File: config.mk
export PLATFORM = sky130hd
export DESIGN_NAME = moving_average_fir
export DESIGN_NICKNAME = d
export VERILOG_FILES = /design/src/rtl/moving_average_fir.sv
export SDC_FILE = /design/constraint.sdc
export NUM_CORES = 1
export LEC_CHECK = 0
export BUFFER_PORTS_ARGS = -buffer_cell sky130_fd_sc_hd__clkbuf_2
export CAP_MARGIN = 20
export CORE_MARGIN = 4
export CORE_UTILIZATION = 50
export CTS_CLUSTER_SIZE = 8
export DETAILED_ROUTE_END_ITERATION = 7
export MAX_ROUTING_LAYER = met4
export PLACE_DENSITY = 0.78
export SLEW_MARGIN = 20
export SYNTH_ARGS = -nofsm -noshare
export SYNTH_HDL_FRONTEND = slang
export SYNTH_SLANG_ARGS = --single-unit
File: constraint.sdc
create_clock -name CLOCK_50 -period 3.54 [get_ports CLOCK_50]
set_clock_uncertainty 0.2 [all_clocks]
set_input_delay 0.177 -clock CLOCK_50 [delete_from_list [all_inputs] [get_ports CLOCK_50]]
set_output_delay 0.177 -clock CLOCK_50 [all_outputs]
set_load 0.01 [all_outputs]
File: src/rtl/moving_average_fir.sv
// Purpose : boxcar (moving-average) FIR over the last TAPS unsigned samples, with raw-sample bypass.
// Latency : one cycle; out_valid pulses in the cycle after each accepted sample.
// Backpres: none; one sample per clock accepted unconditionally (clear drops a coincident sample).
//
// Ports
//   CLOCK_50  : single clock, all state updates on its rising edge
//   reset_n   : synchronous active-low reset, overrides everything
//   clear     : synchronous flush of history/sum/fill state; out_data holds
//   mode      : 0 = moving average, 1 = bypass (raw sample out), sampled with the sample
//   in_valid  : in_data carries a new sample this cycle
//   in_data   : unsigned sample, DATA_W bits
//   out_valid : one-cycle pulse, out_data carries a new result
//   out_data  : registered result, holds its value between pulses
//   primed    : high once TAPS samples have been accepted since reset/clear
module moving_average_fir #(
    parameter int DATA_W    = 8,
    parameter int LOG2_TAPS = 2,    // legal range 1..6
    parameter int ROUND     = 0     // 0 = truncate, 1 = round half up
) (
    input  logic              CLOCK_50,
    input  logic              reset_n,
    input  logic              clear,
    input  logic              mode,
    input  logic              in_valid,
    input  logic [DATA_W-1:0] in_data,
    output logic              out_valid,
    output logic [DATA_W-1:0] out_data,
    output logic              primed
);

    localparam int TAPS  = 2 ** LOG2_TAPS;
    // TAPS samples of all-ones fit exactly in DATA_W+LOG2_TAPS bits.
    localparam int SUM_W = DATA_W + LOG2_TAPS;

    localparam logic [LOG2_TAPS:0] TAPS_CNT = (LOG2_TAPS + 1)'(TAPS);
    localparam logic [SUM_W:0]     HALF     = (ROUND != 0) ? (SUM_W + 1)'(TAPS / 2) : '0;

    // ------------------------------------------------------------------
    // State
    // ------------------------------------------------------------------
    logic [DATA_W-1:0]    hist [TAPS];
    logic [LOG2_TAPS-1:0] wr_ptr;
    logic [SUM_W-1:0]     sum;
    logic [LOG2_TAPS:0]   fill_cnt;

    // ------------------------------------------------------------------
    // Datapath
    // ------------------------------------------------------------------
    logic              accept;
    logic [SUM_W-1:0]  new_sum;
    logic [SUM_W:0]    rnd_sum;
    logic [DATA_W-1:0] avg;
    logic [DATA_W-1:0] result;
    logic              unused_low_bits;

    assign accept = in_valid & ~clear;

    // The oldest entry leaves the window as the new one enters. Entries not
    // yet written since reset/clear are zero, so the pre-prime sum is just the
    // sum of samples seen so far. sum always contains hist[wr_ptr], so the
    // subtraction cannot underflow.
    assign new_sum = sum + SUM_W'(in_data) - SUM_W'(hist[wr_ptr]);

    // One extra bit absorbs the rounding constant before the divide-by-TAPS shift.
    assign rnd_sum = {1'b0, new_sum} + HALF;

    // Arithmetically the shifted value cannot exceed 2**DATA_W-1 (the +TAPS/2
    // only contributes a fractional half), but clamp on the carry bit anyway
    // so the output can never wrap.
    always_comb begin
        avg = rnd_sum[LOG2_TAPS +: DATA_W];
        if (rnd_sum[SUM_W]) begin
            avg = '1;
        end
    end

    assign unused_low_bits = ^rnd_sum[LOG2_TAPS-1:0];

    assign result = mode ? in_data : avg;

    // ------------------------------------------------------------------
    // Sequential update
    // ------------------------------------------------------------------
    always_ff @(posedge CLOCK_50) begin
        if (!reset_n) begin
            for (int i = 0; i < TAPS; i++) begin
                hist[i] <= '0;
            end
            wr_ptr    <= '0;
            sum       <= '0;
            fill_cnt  <= '0;
            primed    <= 1'b0;
            out_valid <= 1'b0;
            out_data  <= '0;
        end else if (clear) begin
            // Flush the window; out_data deliberately keeps its last value.
            for (int i = 0; i < TAPS; i++) begin
                hist[i] <= '0;
            end
            wr_ptr    <= '0;
            sum       <= '0;
            fill_cnt  <= '0;
            primed    <= 1'b0;
            out_valid <= 1'b0;
        end else begin
            out_valid <= accept;
            if (accept) begin
                hist[wr_ptr] <= in_data;
                sum          <= new_sum;
                // TAPS is a power of two, so the natural wrap is TAPS-1 -> 0.
                wr_ptr       <= wr_ptr + 1'b1;
                out_data     <= result;
                if (fill_cnt != TAPS_CNT) begin
                    fill_cnt <= fill_cnt + 1'b1;
                end
                if (fill_cnt == TAPS_CNT - 1'b1) begin
                    primed <= 1'b1;
                end
            end
        end
    end

endmodule

; ---- Yosys cells after proc, flatten, opt, wreduce, memory -nomap -nowiden
; Memory sizes are Yosys's and may differ from the RTL's. A register that Yosys moved wholly into a read port is not among the register bits.
; Cells that the tools add are included.
[totals]
register_bits = 25
mem_bits_rw = 32
inputBits = 13
out_inout_bits = 10
n_memories = 1
[op_classes]
addsub = 4
eq_ne = 2
mux = 18
bitwise_logic = 7
n_reduce_logical = 5
[mem_list]
columns = memory, words, word_bits, rd, rd_ports_with_merged_regs, write_ports, line_no
row1 = hist, 4, 8, 1, 1, 4, 41  ; logic [DATA_W-1:0] hist [TAPS];
[ops]
columns = operator, count
row1 = 8-bit two-way mux, 6
row2 = 10-bit by 8-bit adder with 10-bit output, 1
row3 = 10-bit by 8-bit subtractor with 10-bit output, 1
row4 = 1-bit two-way mux, 9
row5 = 8-bit OR reduction, 1
row6 = 2-bit two-way mux, 3
row7 = 2-bit AND reduction, 3
row8 = 1-bit bitwise OR, 4
row9 = 3-bit by 1-bit adder with 3-bit output (second input constant), 1
row10 = 3-bit by 2-bit equality test with 1-bit output (second input constant), 1
row11 = 3-bit != test (second input constant), 1
row12 = 2-bit by 1-bit adder with 2-bit output (second input constant), 1
row13 = 1-bit NOT, 2
row14 = 2-bit OR reduction, 1
row15 = 1-bit bitwise AND, 1

; ---- Longest topological paths before layout
; Gate-level depths: netlist of run 1.
[depth]
ltp_word = 8
ltp_mapped = 12
ltp_nobuf = 11

; ---- Worst setup path after synthesis of run 1
; Ideal clock, no wire load.
[synth_path]
path_type = register to register
from = register (tool-made name)
to = register sum[5]
arrival_time_ns = 2.885
required_time_ns = 3.207
path_slack_ns = 0.322
path_stages_with_launch = 11
path_buffers = 1
path_cell_list = dfxtp_1 buf_2 mux4_2 fa_1 inv_1 ha_1 and2_4 a221o_1 or3_1 nand3_1 a21oi_1
[synth_lines]
columns = item, line_no
row1 = end signal: assignment, 109  ; sum <= new_sum;
row2 = end: declaration, 43  ; logic [SUM_W-1:0] sum;

==> results of run 1 <==
==> layout make-up <==
cell class | count | share of cell area
Sequential cell | 59 | 0.4130
Clock inverter | 4 | 0.01373
Inverter | 43 | 0.04428
Timing Repair Buffer | 30 | 0.05012
Multi-Input combinational cell | 186 | 0.4133
Tap cell | 75 | 0.02575
Clock buffer | 12 | 0.03982
==> per-layer routing <==
metal / wire [um] / global-route usage / share of wire
met3: 547 / 0.04004 / 0.077
met2: 3410 / 0.3263 / 0.48
met5: 0 / - / 0
met4: 210 / 0.1181 / 0.030
met1: 2939 / 0.2595 / 0.41
==> flip-flops by register name, indices dropped and copies added (netlist names), named ones only <==
register and flops:
hist 32, primed 1, wr_ptr 2, fill_cnt 3
sum 10, out_valid 1, out_data 8
==> metrics by stage <==
step                power [W]  instances  area, um^2
global route         0.001958        409        3645
CTS                  0.001873        409        3641
detailed placement   0.001261        388        3396
global placement     0.001246        388        3396
floorplan            0.001149        300        3223
finish               0.001867        409        3645
==> power breakdown <==
| group | total [W] | leakage (nW) | switching [W] | internal, W |
|---|---|---|---|---|
| Clock | 0.000608 | 0.0942 | 0.000265 | 0.000344 |
| Combinational | 0.000479 | 0.993 | 0.000277 | 0.000202 |
| Sequential | 0.000780 | 0.581 | 0.0000195 | 0.000760 |
| Total | 0.00187 | 1.67 | 0.000562 | 0.00131 |
==> cell families (layout without fill, tap and decap cells) <==
family,Yosys count,count (layout),share of synthesized area
AOI/OAI and AO/OA,60,60,0.1242
buffers and inverters,55,89,0.06677
DFF,59,59,0.4658
adders and majority gates,25,25,0.1157
muxes,13,13,0.07143
and+or+nand+nor,82,82,0.1398
xor gates and xnor gates,6,6,0.01630
==> synthesized netlist by cell type (2+ instances only) <==
cell / instances
inv_1: 42
and3_1: 32
edfxtp_1: 32
dfxtp_1: 27
a21oi_1: 20
ha_1: 17
nor2_1: 15
o21ai_0: 13
nand3_1: 11
nand2_1: 9
fa_1: 8
mux4_2: 8
clkbuf_1: 6
a21o_1: 5
mux2i_1: 5
o31ai_1: 5
xnor2_1: 5
buf_2: 4
nand2b_1: 3
a211o_1: 2
a211oi_1: 2
a31oi_1: 2
==> what timing repair did <==
action | CTS | global route
resized for setup | 0 | 2
setup endpoints to repair | 0 | 7
hold endpoints to repair | 9 | 0
hold buffers | 5 | 0
==> worst paths after layout <==
kind / startpoint / depth (start not counted) / slack, ns / end
min reg2reg: sum[5] / 2 / 0.26 / sum[5]
max reg2reg: register / 9 / 0.27 / out_data[7]
max: register / 9 / 0.27 / out_data[7]
min: in_data[6] / 2 / 0.02 / hist[2][6]
==> reports/summary.txt, run 1 <==
========================================================================================================
DRT iter0 DRCs                                                                                       180
Total via count after detailed routing                                                              2348
Flip-flop and latch area                                                                       1505 um^2
Category of the worst setup path launch point                                                   register
Number of distinct standard cells referenced by the synthesized netlist                               49
WS Path Type                                                                                register to register
Initial core utilization                                                                          0.5287
Crit path capture type                                                                          register
Number of global-route vias before repair                                                           2391
Number of max-cap violations                                                                           0
Register bit total from synthesis                                                                     59
Routed WL per cell                                                                              17.38 um
Cell count after synthesis                                                                           300
Most used cells in the layout excluding fill and tap cells                                  42 x inv_1, 32 x and3_1, 32 x edfxtp_1
Finish-stage setup viols                                                                               0
Setup repair after global routing missed its margin                                                   no
Endpoint required time on the critical path                                                      3.56 ns
Outcome                                                                                     complete, no violations
Die boundary height                                                                             88.29 um
Setup Total Neg Slack                                                                               0 ns
Post-Place Worst Slack                                                                        0.08498 ns
Final worst setup slack                                                                        0.2723 ns
Most common library cell in the layout ignoring fill and taps                                      inv_1
Largest net degree at the start of global routing                                                     34
Floorplan Core Area                                                                            6096 um^2
Area fraction of the dominant cell type after synthesis                                           0.2981
Final count of hold timing violations                                                                  0
Total Routing Usage GR                                                                            0.2108
Drt pass-1 iters                                                                                       4
ANT cells                                                                                              0
Worst hold slack                                                                              0.02164 ns
Count of nets after finishing                                                                        367
Clock latency at the later pin of the worst-skew pair                                            0.34 ns
Final Wtd Congestion                                                                              0.8857
Minimum period implied by the final worst setup slack                                           3.268 ns
Arr. time, crit path                                                                             3.29 ns
CTS tree                                                                                            done
Series of cell instances along the critical path                                            mux4_2, fa_1, inv_1, ha_1, and2_4, a221oi_2, a211o_1, nand4_1, a32o_1
Mean Syn Cell Area                                                                            10.74 um^2
Maximum cell stage delay along the critical path                                                 0.58 ns
First-pass GRT wire length                                                                      11820 um
Min-delay worst type                                                                        input port to register
Category of cells accounting for the largest share of critical-path delay                    adder cells
Number of top-level design ports                                                                      23
TritonCTS buffer count                                                                                 9
Count of unresolved DRC violations after routing                                                       0
DPL Wire Length                                                                                  5066 um
Number of filler cells placed in the layout                                                          510
Synth Flop Type                                                                                 edfxtp_1
Yosys warning count                                                                                    0
Die W                                                                                           88.29 um
Remaining antenna violation count after routing                                                        0
Post-CTS setup buffers                                                                                 0
Congestion Overflow GR                                                                                 0
CP max-delay cell                                                                                dfxtp_1
Leading post-synthesis cells by cell area                                                   edfxtp_1 30%, dfxtp_1 17%, ha_1 6.6%
Fmax achieved                                                                                  306.0 MHz
Max-slew violation total from the final report                                                         0
Clock Sink Count                                                                                      59
Post-CTS clock slew at the launch and capture registers of the worst setup and hold paths        0.07 ns
Number of port buffers                                                                                22
Worst-case vdd ir drop                                                                          410.2 uV
Count of flip-flops with a built-in enable after synthesis                                            32
Leading area contributor after synthesis                                                        edfxtp_1
Detailed-route wire length                                                                       7107 um
Total power density per cell area                                                           512.3 nW/um^2
Area of the mapped netlist                                                                     3223 um^2
H-tree Lvls                                                                                            3
Ratio of routed vias to standard cells                                                             5.741
Fraction of final layout cells sized beyond drive strength 1                                      0.1647
Static Leakage                                                                                  1.669 nW
Final core utilization                                                                            0.5979
Transition time at the pin with the least slew margin                                          0.8617 ns
WP buf/inv                                                                                             1
P&R area growth vs syn                                                                            13.08%
Number of antenna violations at the first check in global routing                                      0
Bufs on Longest Clock Path                                                                             2
Share of the clock period used by the worst path                                                  0.9231
Async SR Flop Fraction                                                                                 0
Critical-path maximum fanout                                                                           8
Headroom to the max-slew limit                                                                    0.4255
Multi-input gate area                                                                          1506 um^2
Buffer type at the clock tree root                                                              clkbuf_8
Sequential share of the synthesized area                                                          0.4658
Floorplan row count                                                                                   28
Number of nets in the synthesized netlist                                                            338
Die ar.                                                                                        7795 um^2
========================================================================================================
Note: power is estimated with default switching activity, not from simulation.
==> inputs of run 2 (changes only) <==
- ABC_AREA: not set -> 1
==> run 2 against run 1 <==
Largest power group unchanged. Clock power down 3%. First-iteration DRC count up 18%. Sequential cell count unchanged. Core utilization down 0.24 points. Synthesized cell count up 23%. Final cell count up 18%. Largest cell class is now sequential cells.
==> reports/summary.txt, run 2 <==
========================================================================================================
Congestion Overflow GR                                                                                 0
Endpoint required time on the critical path                                                      3.61 ns
Arr. time, crit path                                                                             3.47 ns
Launch instance of the worst min-delay path                                                         mode
Sequential share of the synthesized area                                                          0.4734
Buffer type at the clock tree root                                                              clkbuf_8
WS Path Type                                                                                register to register
Die ar.                                                                                        7682 um^2
Register bit total from synthesis                                                                     59
Worst-case vdd ir drop                                                                          385.6 uV
Floorplan Core Area                                                                            6026 um^2
Area of the mapped netlist                                                                     3172 um^2
Post-Layout Cell Count                                                                               481
Share of the clock period used by the worst path                                                  0.9595
Total power density per cell area                                                           493.7 nW/um^2
Detailed-route wire length                                                                       6872 um
Die boundary height                                                                             87.65 um
Top cells by instance count after synthesis                                                 67 x inv_1, 52 x nor2_1, 48 x nand2_1
Count of flip-flops with a built-in enable after synthesis                                            32
Number of global-route vias before repair                                                           2586
Outcome                                                                                     complete, no violations
Setup Total Neg Slack                                                                               0 ns
Synth Area in Adders                                                                              0.1176
Area fraction of the dominant cell type after synthesis                                           0.3030
P&R area growth vs syn                                                                            13.14%
Critical-path maximum fanout                                                                          16
TritonCTS buffer count                                                                                 9
CP max-delay cell                                                                           dlygate4sd3_1
DPL Wire Length                                                                                  5193 um
Bufs on Longest Clock Path                                                                             2
Cell count after synthesis                                                                           368
Die W                                                                                           87.65 um
Number of top-level design ports                                                                      23
Fraction of the mapped netlist area in compound gates                                             0.1325
Mux cell area share after synthesis                                                                    0
Transition time at the pin with the least slew margin                                          0.6355 ns
Synth Flop Type                                                                                 edfxtp_1
Final worst setup slack                                                                        0.1433 ns
Total Routing Usage GR                                                                            0.2005
Most used cells in the layout excluding fill and tap cells                                  66 x inv_1, 52 x nor2_1, 48 x nand2_1
Leading area contributor after synthesis                                                        edfxtp_1
Max reg flops                                                                                         32
ANT cells                                                                                              0
Final Wtd Congestion                                                                              0.9445
CTS tree                                                                                            done
Clock Sink Count                                                                                      59
Clock latency at the later pin of the worst-skew pair                                            0.34 ns
Mean Syn Cell Area                                                                            8.619 um^2
Yosys warning count                                                                                    0
Most frequent cell after synthesis                                                                 inv_1
Drt pass-1 iters                                                                                       5
Top reg by flops                                                                                    hist
Category of the worst setup path launch point                                                   register
Remaining antenna violation count after routing                                                        0
Headroom to the max-slew limit                                                                    0.5748
Total via count after detailed routing                                                              2575
Number of port buffers                                                                                22
Number of max-cap violations                                                                           0
Max-slew violation total from the final report                                                         0
Ratio of routed vias to standard cells                                                             5.353
Leading post-synthesis cells by cell area                                                   edfxtp_1 30%, dfxtp_1 17%, inv_1 7.9%
Maximum cell stage delay along the critical path                                                 0.58 ns
Dominant combinational cell family by area after synthesis                                  simple AND/OR/NAND/NOR gates
Initial core utilization                                                                          0.5264
DRT iter0 DRCs                                                                                       212
Registers with the most flip-flops                                                          hist (32), sum (10), out_data (8)
Number of antenna violations at the first check in global routing                                      0
Finish-stage setup viols                                                                               0
Crit path capture type                                                                          register
Post-CTS clock slew at the launch and capture registers of the worst setup and hold paths        0.06 ns
Category of cells accounting for the largest share of critical-path delay                   buffers and inverters
Inst Count DP                                                                                        460
Async SR Flop Fraction                                                                                 0
Final count of hold timing violations                                                                  0
First-pass GRT wire length                                                                      11390 um
Synthesized-area fraction occupied by xor and xnor cells                                         0.01105
Number of nets in the synthesized netlist                                                            406
Minimum period implied by the final worst setup slack                                           3.397 ns
Series of cell instances along the critical path                                            buf_6, o21ai_0, o22ai_1, fa_1, inv_1, ha_1, a21oi_1, inv_1, a21oi_1, inv_1, nand2_1, nand3_1, a21oi_1, dlygate4sd3_1
Fraction of final layout cells sized beyond drive strength 1                                      0.1379
Floorplan row count                                                                                   28
Routed WL per cell                                                                              14.29 um
Count of nets after finishing                                                                        439
Post-Place Worst Slack                                                                         0.4469 ns
Setup repair after global routing missed its margin                                                   no
WP buf/inv                                                                                             5
Largest net degree at the start of global routing                                                     23
Min-delay worst type                                                                        input port to register
Count of unresolved DRC violations after routing                                                       0
Post-synthesis share of cell area spent on and, or, nand and nor gates                            0.1696
Number of distinct standard cells referenced by the synthesized netlist                               27
Most common library cell in the layout ignoring fill and taps                                      inv_1
Static Leakage                                                                                  1.697 nW
H-tree Lvls                                                                                            3
Fmax achieved                                                                                  294.4 MHz
========================================================================================================
## run 2: cell types whose count changed after synthesis, sizes merged, moves of 7 or more
cell,previous run,this run
a21oi,20,31
and3,33,0
inv,42,70
mux4,8,0
nand2,9,53
nand3,11,18
nor2,16,54
o21ai,13,28
o22ai,0,8
## run 2: metrics by stage
step                utilization  power (W)  hold WS (ns)  instance area (um^2)
floorplan                     -   0.001085        0.1154                  3172
global placement         0.5559   0.001168        0.2294                  3349
detailed placement       0.5559   0.001182        0.2487                  3349
CTS                      0.5918   0.001771       0.02041                  3566
global route             0.5955   0.001874       0.05184                  3588
finish                   0.5955   0.001771       0.02268                  3588
## run 2: repair_timing
action / 4_1_cts / 5_1_grt
setup buffers: 0 / 1
hold buffers: 3 / 0
hold endpoints to repair: 10 / 0
gates resized for setup: 0 / 5
setup endpoints to repair: 0 / 1
## run 2: power breakdown
part | internal, W | total [W] | switching, W
sequential | 0.000755 | 0.000770 | 0.0000145
combinational | 0.000148 | 0.000411 | 0.000263
clock | 0.000323 | 0.000591 | 0.000268
total | 0.00123 | 0.00177 | 0.000545
## run 2: path summary, 6_finish.rpt
kind / end / slack [ns] / depth (start not counted)
hold / removal: out_data[7] / 0.02 / 4
setup reg to reg: out_data[3] / 0.14 / 14
hold reg to reg: primed / 0.25 / 2
setup / recovery: out_data[3] / 0.14 / 14
## run 2: cells by family (layout without fill, tap and decap cells)
group | count (synthesis) | in the layout
AOI/OAI and AO/OA | 76 | 76
and+or+nand+nor | 127 | 127
buffers and inverters | 77 | 115
xor gates and xnor gates | 4 | 4
DFF | 59 | 59
adders and majority gates | 25 | 25
## run 2: cell type report
class                      instances  area (um^2)
timing repair buffer              28        166.4
clock inverter                     5        55.05
timing repair inverter             1        5.005
fill                             514         2437
inverter                          70        266.5
multi-input combinational        232         1366
clock buffer                      11        131.4
sequential                        59         1504
tap                               75        93.84
## run 2: metal layers
layer	vias up	GRT usage	wire length, um
li1	1262	-	-
met1	1225	0.2362	2905
met2	77	0.3205	3473
met3	11	0.05550	373
met4	0	0.08787	120
met5	-	-	0
## run 2: tightest hold or removal path, cell delays in order
cell and delay, ns:
clkbuf_2 0.14, a21oi_1 0.08, nand2_1 0.06, a21oi_1 0.05
==> inputs of run 3 (changes only) <==
--- a/config.mk
+++ b/config.mk
@@ -8,3 +8,3 @@
 export ABC_AREA = 1
-export BUFFER_PORTS_ARGS = -buffer_cell sky130_fd_sc_hd__clkbuf_2
+export BUFFER_PORTS_ARGS = -buffer_cell sky130_fd_sc_hd__buf_4
 export CAP_MARGIN = 20
@@ -15,3 +15,3 @@
 export MAX_ROUTING_LAYER = met4
-export PLACE_DENSITY = 0.78
+export PLACE_DENSITY = 0.73
 export SLEW_MARGIN = 20
==> constraint.sdc (replaced) <==
create_clock -name CLOCK_50 -period 3.54 [get_ports CLOCK_50]
set_clock_uncertainty 0.2 [all_clocks]
set_input_delay 1.062 -clock CLOCK_50 [delete_from_list [all_inputs] [get_ports CLOCK_50]]
set_output_delay 1.062 -clock CLOCK_50 [all_outputs]
set_load 0.01 [all_outputs]
==> run 3 against run 2 <==
Worst hold slack improved by 0.23 ns. Core utilization increased by 0.71 points. Largest power group unchanged. Final area increased by 1.2%. Sequential share of layout area decreased by 0.56 points.
==> reports/summary.txt, run 3 (synthesis gave the netlist of run 2 again) <==
========================================================================================================
Routed WL per cell                                                                              14.42 um
Die boundary height                                                                             87.65 um
Min-delay worst type                                                                        register to register
Max reg flops                                                                                         32
Number of max-cap violations                                                                           0
Final Wtd Congestion                                                                              0.9603
Post-CTS clock slew at the launch and capture registers of the worst setup and hold paths        0.06 ns
Endpoint required time on the critical path                                                      3.61 ns
Drt pass-1 iters                                                                                       4
H-tree Lvls                                                                                            3
Outcome                                                                                     complete, no violations
Count of nets after finishing                                                                        441
Clock Sink Count                                                                                      59
Power consumption                                                                             0.001736 W
CTS tree                                                                                            done
Max-slew violation total from the final report                                                         0
WS Path Type                                                                                register to register
Number of top-level design ports                                                                      23
Post-CTS setup buffers                                                                                 0
Minimum period implied by the final worst setup slack                                           3.088 ns
Fmax achieved                                                                                  323.8 MHz
Critical-path maximum fanout                                                                           9
Worst-case vdd ir drop                                                                          354.9 uV
Floorplan row count                                                                                   28
CP max-delay cell                                                                                   fa_1
Arr. time, crit path                                                                             3.16 ns
First-pass GRT wire length                                                                      11690 um
Die ar.                                                                                        7682 um^2
Headroom to the max-slew limit                                                                    0.6564
Buffer type at the clock tree root                                                              clkbuf_8
Total Routing Usage GR                                                                            0.2082
Cts repair resizes                                                                                     0
Number of global-route vias before repair                                                           2556
Fraction of final layout cells sized beyond drive strength 1                                      0.1397
Die W                                                                                           87.65 um
Setup repair after global routing missed its margin                                                   no
Largest net degree at the start of global routing                                                     23
Final count of hold timing violations                                                                  0
Hold buffers post-CTS                                                                                  0
Share of the clock period used by the worst path                                                  0.8724
Series of cell instances along the critical path                                            inv_1, o21ai_0, o22ai_1, ha_1, inv_1, ha_1, inv_1, fa_1, nand3b_1, nand2_2, xor2_1, nand2_1, o21ai_1, nand2_1, a21oi_1
Registers with the most flip-flops                                                          hist (32), sum (10), out_data (8)
Number of filler cells placed in the layout                                                          526
Most used cells in the layout excluding fill and tap cells                                  67 x inv_1, 52 x nor2_1, 48 x nand2_1
Transition time at the pin with the least slew margin                                          0.5134 ns
Congestion Overflow GR                                                                                 0
DPL Wire Length                                                                                  5196 um
Setup Total Neg Slack                                                                               0 ns
Cell repeated most along the worst path                                                            inv_1
Most common library cell in the layout ignoring fill and taps                                      inv_1
ANT cells                                                                                              0
Static Leakage                                                                                  1.727 nW
DRT iter0 DRCs                                                                                       133
Crit path capture type                                                                          register
Clock latency at the later pin of the worst-skew pair                                            0.34 ns
TritonCTS buffer count                                                                                 9
Maximum cell stage delay along the critical path                                                 0.40 ns
Detailed-route wire length                                                                       6966 um
Worst hold slack                                                                               0.2533 ns
Total via count after detailed routing                                                              2536
Count of unresolved DRC violations after routing                                                       0
P&R area growth vs syn                                                                            14.48%
Initial core utilization                                                                          0.5264
Bufs on Longest Clock Path                                                                             2
Number of antenna violations at the first check in global routing                                      0
Remaining antenna violation count after routing                                                        0
Total power density per cell area                                                           478.2 nW/um^2
Top reg by flops                                                                                    hist
Finish-stage setup viols                                                                               0
Ratio of routed vias to standard cells                                                             5.251
Number of port buffers                                                                                22
Floorplan Core Area                                                                            6026 um^2
WP buf/inv                                                                                             3
Category of cells accounting for the largest share of critical-path delay                    adder cells
Category of the worst setup path launch point                                                   register
========================================================================================================
-- run 3: cell count changes in the layout (fill, tap and decap cells not counted), moves of 2 or more --
cell	delta
dfxtp_2	-2
clkbuf_2	-22
clkinvlp_4	-3
buf_4	+29
dfxtp_1	+2
clkbuf_8	+2
dlygate4sd3_1	-3
-- run 3: final timing paths --
| kind | to | start | cells past startpoint | slack [ns] |
|---|---|---|---|---|
| setup / recovery | out_data[2] | register | 15 | 0.45 |
| hold / removal | primed | primed | 2 | 0.25 |
| setup reg to reg | out_data[2] | register | 15 | 0.45 |
| hold reg to reg | primed | primed | 2 | 0.25 |
-- run 3: through the flow --
stage / util / cell area (um^2) / std cells / setup WS (ns)
after floorplan: - / 3172 / 368 / 0.4571
after global placement: 0.5737 / 3457 / 467 / 0.2887
after detailed placement: 0.5737 / 3457 / 467 / 0.2555
after CTS: 0.6026 / 3631 / 483 / 0.4737
after global routing: 0.6026 / 3631 / 483 / 0.2035
final: 0.6026 / 3631 / 483 / 0.4517
-- run 3: layer usage --
metal | share of wire | vias to the layer above | track usage | routed length, um
met5 | 0 | - | - | 0
met4 | 0.021 | 0 | 0.08926 | 143
met3 | 0.048 | 14 | 0.05080 | 335
met2 | 0.49 | 58 | 0.3349 | 3425
met1 | 0.44 | 1198 | 0.2485 | 3062
li1 | - | 1266 | - | -
-- run 3: power breakdown --
part	total, W	internal, W	switching [W]
clock	0.000548	0.000292	0.000256
sequential	0.000769	0.000755	0.0000137
combinational	0.000419	0.000156	0.000263
-- run 3: worst min-delay path: stages, from the launching register on --
cell	delay [ns]
dfxtp_1	0.31
inv_1	0.05
a21oi_1	0.05
-- run 3: final cells by class --
cell class / instances / area, um^2 / area share
Clock buffer: 14 / 162.7 / 0.04480
Multi-Input combinational cell: 232 / 1366 / 0.3763
Inverter: 70 / 262.8 / 0.07236
Sequential cell: 59 / 1501 / 0.4135
Timing Repair Buffer: 31 / 232.7 / 0.06409
Clock inverter: 2 / 11.26 / 0.003101
Tap cell: 75 / 93.84 / 0.02584
